[config.mk]
export PLATFORM = sky130hd
export DESIGN_NAME = adder_tree_signed_pipelined_flat
export DESIGN_NICKNAME = d
export VERILOG_FILES = /design/src/rtl/adder_tree_pkg.sv /design/src/rtl/adder_tree_signed_pipelined_if.sv /design/src/rtl/adder_tree_level.sv /design/src/rtl/adder_tree_signed_pipelined.sv /design/src/flat_wrapper.sv
export SDC_FILE = /design/constraint.sdc
export NUM_CORES = 1
export LEC_CHECK = 0
export BUFFER_PORTS_ARGS = -buffer_cell sky130_fd_sc_hd__buf_2
export CORE_MARGIN = 2
export CORE_UTILIZATION = 55
export CTS_BUF_LIST = sky130_fd_sc_hd__clkbuf_8
export DETAILED_ROUTE_END_ITERATION = 8
export PLACE_DENSITY = 0.77
export SYNTH_ARGS = -nofsm -noshare
export SYNTH_HDL_FRONTEND = slang
export SYNTH_SLANG_ARGS = --single-unit
[constraint.sdc]
create_clock -name clk -period 2.05 [get_ports clk]
set_clock_uncertainty 0.2 [all_clocks]
set_input_delay 0.615 -clock clk [delete_from_list [all_inputs] [get_ports clk]]
set_output_delay 0.615 -clock clk [all_outputs]
set_load 0.05 [all_outputs]
[src/rtl/adder_tree_pkg.sv]
// Shared sizing helpers for the signed pipelined adder tree.
// Optional feature macro: ADDER_TREE_ACCUM_EN (adds accumulator headroom to the output width).
package adder_tree_pkg;

`ifdef ADDER_TREE_ACCUM_EN
  localparam bit AccumEn = 1'b1;
`else
  localparam bit AccumEn = 1'b0;
`endif

  // Width of the registers produced by tree level 'level' is width + level + 1;
  // this returns the width of the operands entering that level.
  function automatic int unsigned stage_w(input int unsigned width, input int unsigned level);
    return width + level;
  endfunction

  function automatic int unsigned out_w(input int unsigned width, input int unsigned n_inputs,
                                        input int unsigned acc_bits);
    return width + $clog2(n_inputs) + (AccumEn ? acc_bits : 0);
  endfunction

endpackage

[src/rtl/adder_tree_signed_pipelined_if.sv]
// Operand/result handshake bundle for adder_tree_signed_pipelined.
//   in/in_valid/in_ready : operand beat (in_last only with ADDER_TREE_ACCUM_EN)
//   out/out_valid/out_ready : result
// Modports: master = producer/consumer side, slave = adder tree side.
interface adder_tree_signed_pipelined_if
  import adder_tree_pkg::*;
#(
  parameter int unsigned WIDTH    = 4,
  parameter int unsigned N_INPUTS = 16,
  parameter int unsigned ACC_BITS = 8,
  parameter int unsigned OUT_W    = out_w(WIDTH, N_INPUTS, ACC_BITS)
);
  logic signed [N_INPUTS-1:0][WIDTH-1:0] in;
  logic                                  in_valid;
  logic                                  in_ready;
`ifdef ADDER_TREE_ACCUM_EN
  logic                                  in_last;
`endif
  logic signed [OUT_W-1:0]               out;
  logic                                  out_valid;
  logic                                  out_ready;

`ifdef ADDER_TREE_ACCUM_EN
  modport master (output in, in_valid, in_last, out_ready, input in_ready, out, out_valid);
  modport slave  (input in, in_valid, in_last, out_ready, output in_ready, out, out_valid);
`else
  modport master (output in, in_valid, out_ready, input in_ready, out, out_valid);
  modport slave  (input in, in_valid, out_ready, output in_ready, out, out_valid);
`endif

endinterface

[src/rtl/adder_tree_level.sv]
// One registered pair-reduction level of the adder tree: adds adjacent signed
// operands into results one bit wider and registers them with a valid bit.
// Ports: clk, rst_n (async active-low), en_i (advance), data_i/valid_i in,
// data_o/valid_o out; last_i/last_o only with ADDER_TREE_ACCUM_EN.
module adder_tree_level #(
  parameter int unsigned N_ELEMS = 2,
  parameter int unsigned IN_W    = 4
) (
  input  logic                             clk,
  input  logic                             rst_n,
  input  logic                             en_i,
  input  logic [N_ELEMS-1:0][IN_W-1:0]     data_i,
  input  logic                             valid_i,
`ifdef ADDER_TREE_ACCUM_EN
  input  logic                             last_i,
  output logic                             last_o,
`endif
  output logic [N_ELEMS/2-1:0][IN_W:0]     data_o,
  output logic                             valid_o
);
  localparam int unsigned NOut = N_ELEMS / 2;

  logic [NOut-1:0][IN_W:0] sum;
  logic [NOut-1:0][IN_W:0] data_q;
  logic                    valid_q;

  always_comb begin
    sum = '0;
    for (int j = 0; j < NOut; j++) begin
      sum[j] = (IN_W + 1)'($signed(data_i[2*j])) + (IN_W + 1)'($signed(data_i[2*j+1]));
    end
  end

  // Bubbles advance with the data; only a stall (en_i low) freezes the level.
  always_ff @(posedge clk or negedge rst_n) begin
    if (!rst_n) begin
      data_q  <= '0;
      valid_q <= 1'b0;
    end else if (en_i) begin
      data_q  <= sum;
      valid_q <= valid_i;
    end
  end

`ifdef ADDER_TREE_ACCUM_EN
  logic last_q;
  always_ff @(posedge clk or negedge rst_n) begin
    if (!rst_n)    last_q <= 1'b0;
    else if (en_i) last_q <= last_i;
  end
  assign last_o = last_q;
`endif

  assign data_o  = data_q;
  assign valid_o = valid_q;

endmodule

[src/rtl/adder_tree_signed_pipelined.sv]
// Pipelined signed adder tree: sums N_INPUTS WIDTH-bit operands per beat with
// $clog2(N_INPUTS) register levels and valid/ready backpressure.
// Ports: clk, rst_n (async active-low), bus (adder_tree_signed_pipelined_if.slave).
// Optional macro ADDER_TREE_ACCUM_EN: tree results are accumulated across a
// group and only the group total (marked by in_last) is presented on out.
module adder_tree_signed_pipelined
  import adder_tree_pkg::*;
#(
  parameter int unsigned WIDTH    = 4,
  parameter int unsigned N_INPUTS = 16,
  parameter int unsigned ACC_BITS = 8
) (
  input logic                          clk,
  input logic                          rst_n,
  adder_tree_signed_pipelined_if.slave bus
);
  localparam int unsigned LEVELS = $clog2(N_INPUTS);
  localparam int unsigned TREE_W = stage_w(WIDTH, LEVELS);
  localparam int unsigned OUT_W  = out_w(WIDTH, N_INPUTS, ACC_BITS);

  logic                     stall;
  logic                     en;
  logic signed [TREE_W-1:0] tree_sum;
  logic                     tree_valid;
`ifdef ADDER_TREE_ACCUM_EN
  logic                     tree_last;
`endif

  // Only a result waiting at the output can stall; the whole pipe freezes together.
  assign stall        = bus.out_valid && !bus.out_ready;
  assign en           = !stall;
  assign bus.in_ready = en;

  for (genvar l = 0; l < LEVELS; l++) begin : g_lvl
    localparam int unsigned NE = N_INPUTS >> l;
    localparam int unsigned IW = stage_w(WIDTH, l);

    logic [NE-1:0][IW-1:0]   din;
    logic [NE/2-1:0][IW:0]   dout;
    logic                    vin;
    logic                    vout;
`ifdef ADDER_TREE_ACCUM_EN
    logic                    lin;
    logic                    lout;
`endif

    if (l == 0) begin : g_first
      assign din = bus.in;
      assign vin = bus.in_valid;
`ifdef ADDER_TREE_ACCUM_EN
      assign lin = bus.in_last;
`endif
    end else begin : g_next
      assign din = g_lvl[l-1].dout;
      assign vin = g_lvl[l-1].vout;
`ifdef ADDER_TREE_ACCUM_EN
      assign lin = g_lvl[l-1].lout;
`endif
    end

    adder_tree_level #(
      .N_ELEMS (NE),
      .IN_W    (IW)
    ) u_level (
      .clk     (clk),
      .rst_n   (rst_n),
      .en_i    (en),
      .data_i  (din),
      .valid_i (vin),
`ifdef ADDER_TREE_ACCUM_EN
      .last_i  (lin),
      .last_o  (lout),
`endif
      .data_o  (dout),
      .valid_o (vout)
    );
  end

  assign tree_sum   = g_lvl[LEVELS-1].dout[0];
  assign tree_valid = g_lvl[LEVELS-1].vout;

`ifdef ADDER_TREE_ACCUM_EN
  logic signed [OUT_W-1:0] sum_ext;
  logic signed [OUT_W-1:0] acc_q;
  logic signed [OUT_W-1:0] acc_d;

  assign tree_last = g_lvl[LEVELS-1].lout;
  assign sum_ext   = OUT_W'(tree_sum);

  // Partial sums fold in as they pass the last level; the group total clears
  // the accumulator as it is handed off downstream. Wraps modulo 2^OUT_W.
  always_comb begin
    acc_d = acc_q;
    if (tree_valid && en) begin
      acc_d = tree_last ? '0 : acc_q + sum_ext;
    end
  end

  always_ff @(posedge clk or negedge rst_n) begin
    if (!rst_n) acc_q <= '0;
    else        acc_q <= acc_d;
  end

  assign bus.out       = acc_q + sum_ext;
  assign bus.out_valid = tree_valid && tree_last;
`else
  assign bus.out       = OUT_W'(tree_sum);
  assign bus.out_valid = tree_valid;
`endif

endmodule

[src/flat_wrapper.sv]
// flat-port wrapper written by rule: the top's interface ports become plain ports
module adder_tree_signed_pipelined_flat import adder_tree_pkg::*;
#(
  parameter int unsigned WIDTH    = 4,
  parameter int unsigned N_INPUTS = 16,
  parameter int unsigned ACC_BITS = 8
)
  (clk, rst_n, bus_in, bus_in_valid, bus_out_ready, bus_in_ready, bus_out, bus_out_valid);
  adder_tree_signed_pipelined_if #(.WIDTH(WIDTH), .N_INPUTS(N_INPUTS), .ACC_BITS(ACC_BITS)) bus_i ();
  input logic clk;
  input logic rst_n;
  input wire logic [$bits(bus_i.in)-1:0] bus_in;
  input wire logic [$bits(bus_i.in_valid)-1:0] bus_in_valid;
  input wire logic [$bits(bus_i.out_ready)-1:0] bus_out_ready;
  output wire logic [$bits(bus_i.in_ready)-1:0] bus_in_ready;
  output wire logic [$bits(bus_i.out)-1:0] bus_out;
  output wire logic [$bits(bus_i.out_valid)-1:0] bus_out_valid;
  assign bus_i.in = bus_in;
  assign bus_i.in_valid = bus_in_valid;
  assign bus_i.out_ready = bus_out_ready;
  assign bus_in_ready = bus_i.in_ready;
  assign bus_out = bus_i.out;
  assign bus_out_valid = bus_i.out_valid;
  adder_tree_signed_pipelined #(.WIDTH(WIDTH), .N_INPUTS(N_INPUTS), .ACC_BITS(ACC_BITS)) u_core (.clk(clk), .rst_n(rst_n), .bus(bus_i));
endmodule
==> flow_summary.toml, run 1 <==
[logic_synthesis]
synth_common_cells = "nand2_1, dfrtp_1, ha_1, a21oi_1, o21ai_0"
ys_seq_area_share_pct = 39.8
synth-async-reset-ratio_pct = 100
synthFlopType = "dfrtp_1"
synthTopCellsByArea = "dfrtp_1, ha_1, nand2_1"
netlist_instances = 592
ys_ff_latch = 90
synth_most_common_cell = "nand2_1"
syn-num-nets = 746
ys_warn_count = 0
yosysTopAreaCell = "dfrtp_1"
syn_avg_cell_area_um2 = 9.55
synth_top_area_share_pct = 39.8
syn_area_um2 = 5660
synth_edf_count = 0
synth_cell_types = 35

[worst_setup_path]
reg2reg_from = "u_core.g_lvl[0].u_level.data_o[10]$_DFFE_PN0N_"
cp.required_ns = 2.09
crit_arrival_ns = 2.03
critical_path_class = "reg2reg"
ff2ff_path_depth = 6
end_kind = "register"
r2r_end = "u_core.g_lvl[1].u_level.data_o[10]$_DFFE_PN0N_"
crit_fanout = 2
startpoint_type = "register"
r2r_slack_ns = 0.06

[timing]
hold_violations = 0
fmax_mhz = 502
rsz0062_at_grt = "no"
worst_slew_pin_slew_ns = 0.349
slew_headroom_pct = 76.5
post-route-period-util_pct = 97.1
setup_violations = 0
worst_slack_ns = 0.0587
period_minus_slack_ns = 1.99
slew_violations = 0

[placed_design]
io_buffers = 77
gp_congestion = 0.862
post-place-ws_ns = -0.140
placed_area_um2 = 6270
dp_hpwl_um = 8700

[final_layout]
area_growth_pct = 15.1
finalInstanceArea_um2 = 6510
finalNetCount = 828
num-fill-cells = 802
antennaDiodeCount = 0
drive_gt1_share_pct = 16.9

[floorplanning]
initial_core_util_pct = 55.8
die_h_um = 105
design.core.area_um2 = 10100
ios = 78
dieArea_um2 = 11100
rows = 37
die_w_um = 105

[min_path]
hold_depth = 2
hold_end = "u_core.g_lvl[2].u_level.valid_o$_DFFE_PN0N_"
worstHoldStart = "u_core.g_lvl[2].u_level.valid_o$_DFFE_PN0N_"
hp-class = "reg2reg"

[detailed_routing]
drtIter0Drc = 123
ant_nets = 0
first_pass_iters = 4
wirelength_um = 11200
routed_via_density = 5.28
route.detailed.drc = 0
via_count = 4305
avgRoutedWirePerCell_um = 13.8

[global_routing]
grt_max_degree = 49
antenna_found_initial = 0
grt_use_total_pct = 21.6
grt_pass1_wl_um = 19600
grt_pass1_vias = 4509
overflow = 0

[clock_tree]
htreeDepth = 3
cts_made_buffers = 9
insertion_delay_ns = 0.36
cts_tree = "built"
clk_pin_slew_ns = 0.09
cts_sinks = 90
cts_buffer_depth = 2
cts_root_buf = "clkbuf_8"

[outcome]
status = "complete, no violations"

[pwr]
p_per_area_nw_per_um2 = 1490
ir_drop_mv = 0.626
leakage_nw = 3.28

[job]
drv_cap = 0
-- cell usage in the layout, fill, tap and decap left out, drive strengths merged, types with 4 or more instances in the layout --
cell type	instances
xor2	21
mux2i	9
inv	42
nand2	91
a211oi	6
a21o	20
xnor2	13
nand2b	6
fa	15
buf	90
a21oi	51
nor3	9
o21a	4
nor2b	11
dfrtp	90
clkbuf	9
o211ai	4
nor2	42
nor3b	5
a31oi	5
ha	71
o21ai	45
-- flip-flops by register name (all words and copies together), names as in the netlist --
signal                        count
u_core.g_lvl.u_level.data_o      86
u_core.g_lvl.u_level.valid_o      4
-- report_power, final --
part           internal, mW  leakage (nW)  total, mW  switching [mW]
sequential             2.62          1.06       3.16           0.540
clock                 0.551        0.0976       1.16           0.611
combinational          2.38          2.12       5.39            3.01
-- cell type report --
type	instances	area, um^2	share of cell area [%]
Multi-Input combinational cell	442	3180	48.8
Tap cell	136	170	2.61
Inverter	40	153	2.34
Clock buffer	9	124	1.90
Sequential cell	90	2250	34.6
Clock inverter	7	62.6	0.961
Timing Repair Buffer	91	568	8.72
-- cell families (layout without fill, tap and decap cells) --
| logic type | Yosys count | after routing | synth area share [%] |
|---|---|---|---|
| xor+xnor | 34 | 34 | 5.27 |
| compound gates | 143 | 143 | 14.7 |
| flops | 90 | 90 | 39.8 |
| mux | 9 | 9 | 1.59 |
| fa+ha+maj | 86 | 86 | 21.0 |
| simple gates | 170 | 170 | 13.1 |
| buf+inv | 60 | 147 | 4.45 |
-- how the worst max path moves through the flow --
stage	start	to	slack, ns	cells after the start
2_1_floorplan	bus_in[56]	u_core.g_lvl[0].u_level.data_o[39]$_DFFE_PN0N_	0.008	5
3_3_place_gp	bus_in[56]	u_core.g_lvl[0].u_level.data_o[39]$_DFFE_PN0N_	-0.13	6
3_5_place_dp	bus_in[56]	u_core.g_lvl[0].u_level.data_o[39]$_DFFE_PN0N_	-0.14	6
4_1_cts	u_core.g_lvl[3].u_level.valid_o$_DFFE_PN0N_	bus_in_ready	0.009	3
5_1_grt	u_core.g_lvl[2].u_level.data_o[7]$_DFFE_PN0N_	u_core.g_lvl[3].u_level.data_o[4]$_DFFE_PN0N_	0.006	7
6_report	u_core.g_lvl[0].u_level.data_o[10]$_DFFE_PN0N_	u_core.g_lvl[1].u_level.data_o[10]$_DFFE_PN0N_	0.06	6
-- routing by layer --
metal  vias up  track usage [%]  wire [um]  part of all wire, %
met2        81             38.4       5780                   52
met4         0             8.67        288                  2.6
li1       2173                -          -                    -
met1      2035             26.1       4810                   43
met5         -                0          0                    0
met3        16             3.46        336                  3.0
-- metrics by stage --
step	total power, mW	TNS (ns)	utilization, %	hold WS (ns)	std cells
2_1_floorplan	7.18	0	-	0.119	592
3_3_place_gp	8.16	-0.127	61.9	0.240	797
4_1_cts	9.72	0	63.9	0.253	814
6_report	9.71	0	64.2	0.261	815
5_1_grt	10.6	0	64.2	0.257	815
3_5_place_dp	8.50	-0.275	61.9	0.247	797
-- critical path, cell delays in order (launching register included) --
cell	delay [ns]
dfrtp_1	0.41
ha_1	0.25
fa_1	0.41
a21o_1	0.17
a21oi_1	0.18
xor2_1	0.17
o21ai_0	0.09
-- timing repair --
item	CTS	global route
endpoints found under the hold margin	20	0
endpoints found under the setup margin	1	6
buffers inserted	0	1
pin swaps	0	1
resized for setup	2	9
hold buffers	1	0
(Power assumes the default switching activity.)
==> inputs of run 2 (changes only) <==
CORE_ASPECT_RATIO = 1.25   (was not set)
==> flow_summary.toml, run 2 (synthesis gave the netlist of run 1 again) <==
[timing]
fmax_mhz = 503
post-route-period-util_pct = 97.0
worst_slack_ns = 0.0618
slew_violations = 0
hold_violations = 0
setup_violations = 0
worst_slew_pin_slew_ns = 0.441
slew_headroom_pct = 70.6
rsz0062_at_grt = "no"
period_minus_slack_ns = 1.99

[pwr]
totalPowerFinal_mw = 9.70
ir_drop_mv = 0.595
leakage_nw = 3.28
p_per_area_nw_per_um2 = 1500

[worst_setup_path]
end_kind = "primary output"
worst_path_max_delay_cell = "dfrtp_2"
r2r_slack_ns = 0.07
worst-path-buf-inv = 2
critPathLaunch = "u_core.g_lvl[3].u_level.valid_o$_DFFE_PN0N_"
crit_arrival_ns = 1.17
ff2ff_path_depth = 7
crit_family = "flip-flops"
slowest_delay_ns = 0.36
path_cells = "nor2b_4 -> inv_2 -> buf_4"
startpoint_type = "register"
crit_cells = 3
cp.required_ns = 1.23
critical_path_class = "reg2out"
reg2reg_from = "u_core.g_lvl[2].u_level.data_o[0]$_DFFE_PN0N_"
crit_fanout = 3

[global_routing]
grt_pass1_vias = 4331
antenna_found_initial = 0
grt_pass1_wl_um = 18200
overflow = 0
grt_use_total_pct = 20.2
grt_max_degree = 107

[clock_tree]
clk_pin_slew_ns = 0.09
insertion_delay_ns = 0.36
cts_tree = "built"
htreeDepth = 3
cts_made_buffers = 9
cts_root_buf = "clkbuf_8"
cts_sinks = 90
cts_buffer_depth = 2
postCtsSetupRepairBufs = 0

[detailed_routing]
routed_via_density = 5.34
drtIter0Drc = 181
wirelength_um = 10600
route.detailed.drc = 0
first_pass_iters = 4
via_count = 4295
ant_nets = 0
avgRoutedWirePerCell_um = 13.2

[final_layout]
largest_reg_flops = 86
finalNetCount = 826
layout.cells.non_filler = 804
layout_common_cells = "nand2_1, dfrtp_1, buf_2, ha_1, a21oi_1"
area_growth_pct = 14.4
final_common_cell = "nand2_1"
antennaDiodeCount = 0
drive_gt1_share_pct = 15.9

[placed_design]
dp_hpwl_um = 8100
post-place-ws_ns = -0.143
gp_congestion = 0.795
dpl.cell_count = 789
io_buffers = 77

[floorplanning]
die_h_um = 117
ios = 78
initial_core_util_pct = 56.2
rows = 41
die_w_um = 94.7
design.core.area_um2 = 10100
dieArea_um2 = 11100

[min_path]
worstHoldStart = "bus_in_valid"
hold_depth = 3
hp-class = "in2reg"

[job]
drv_cap = 0

[outcome]
status = "complete, no violations"
[run 2: routing by layer]
layer  vias to the layer above  wire length, um  GRT usage, %
met5                         -                0             0
met4                         0              224          6.88
met3                        16              322          3.02
met2                        72             5600          36.9
met1                      2041             4450          23.7
li1                       2166                -             -
[run 2: worst min-delay path: stages]
cell and delay [ns]:
buf_2 0.07, nand2_1 0.04, nand2_1 0.06
[run 2: final timing paths]
| path | endpoint |
|---|---|
| max | bus_in_ready |
| min | u_core.g_lvl[0].u_level.valid_o$_DFFE_PN0N_ |
| max reg2reg | u_core.g_lvl[3].u_level.data_o[4]$_DFFE_PN0N_ |
| min reg2reg | u_core.g_lvl[3].u_level.data_o[0]$_DFFE_PN0N_ |
| max in group asynchronous | u_core.g_lvl[1].u_level.data_o[3]$_DFFE_PN0N_ |
| min in group asynchronous | u_core.g_lvl[1].u_level.valid_o$_DFFE_PN0N_ |
[run 2: final cells by class]
| cell class | count | area [um^2] |
|---|---|---|
| Sequential cell | 90 | 2250 |
| Clock inverter | 4 | 68.8 |
| Inverter | 40 | 150 |
| Timing Repair Buffer | 89 | 533 |
| Tap cell | 129 | 161 |
| Clock buffer | 10 | 138 |
| Fill cell | 818 | 3580 |
| Multi-Input combinational cell | 442 | 3170 |
[run 2: metrics by stage]
| step | setup TNS [ns] | hold slack, ns | area [um^2] | utilization [%] |
|---|---|---|---|---|
| 4_1_cts | 0 | 0.253 | 6460 | 64.3 |
| 2_1_floorplan | 0 | 0.119 | 5670 | - |
| 3_3_place_gp | -0.101 | 0.248 | 6240 | 62.1 |
| 3_5_place_dp | -0.182 | 0.253 | 6240 | 62.1 |
| 6_report | 0 | 0.260 | 6470 | 64.3 |
| 5_1_grt | 0 | 0.273 | 6470 | 64.3 |
[run 2: repair_timing]
item | 4_1_cts | 5_1_grt
hold buffers | 1 | 0
endpoints found under the hold margin | 27 | 0
setup endpoints to repair | 1 | 2
resized for setup | 1 | 2
[run 2: where the power goes]
part,total (mW),switching (mW),internal (mW)
Clock,1.29,0.591,0.701
Combinational,5.26,2.95,2.31
Sequential,3.15,0.531,2.62
Total,9.70,4.07,5.63
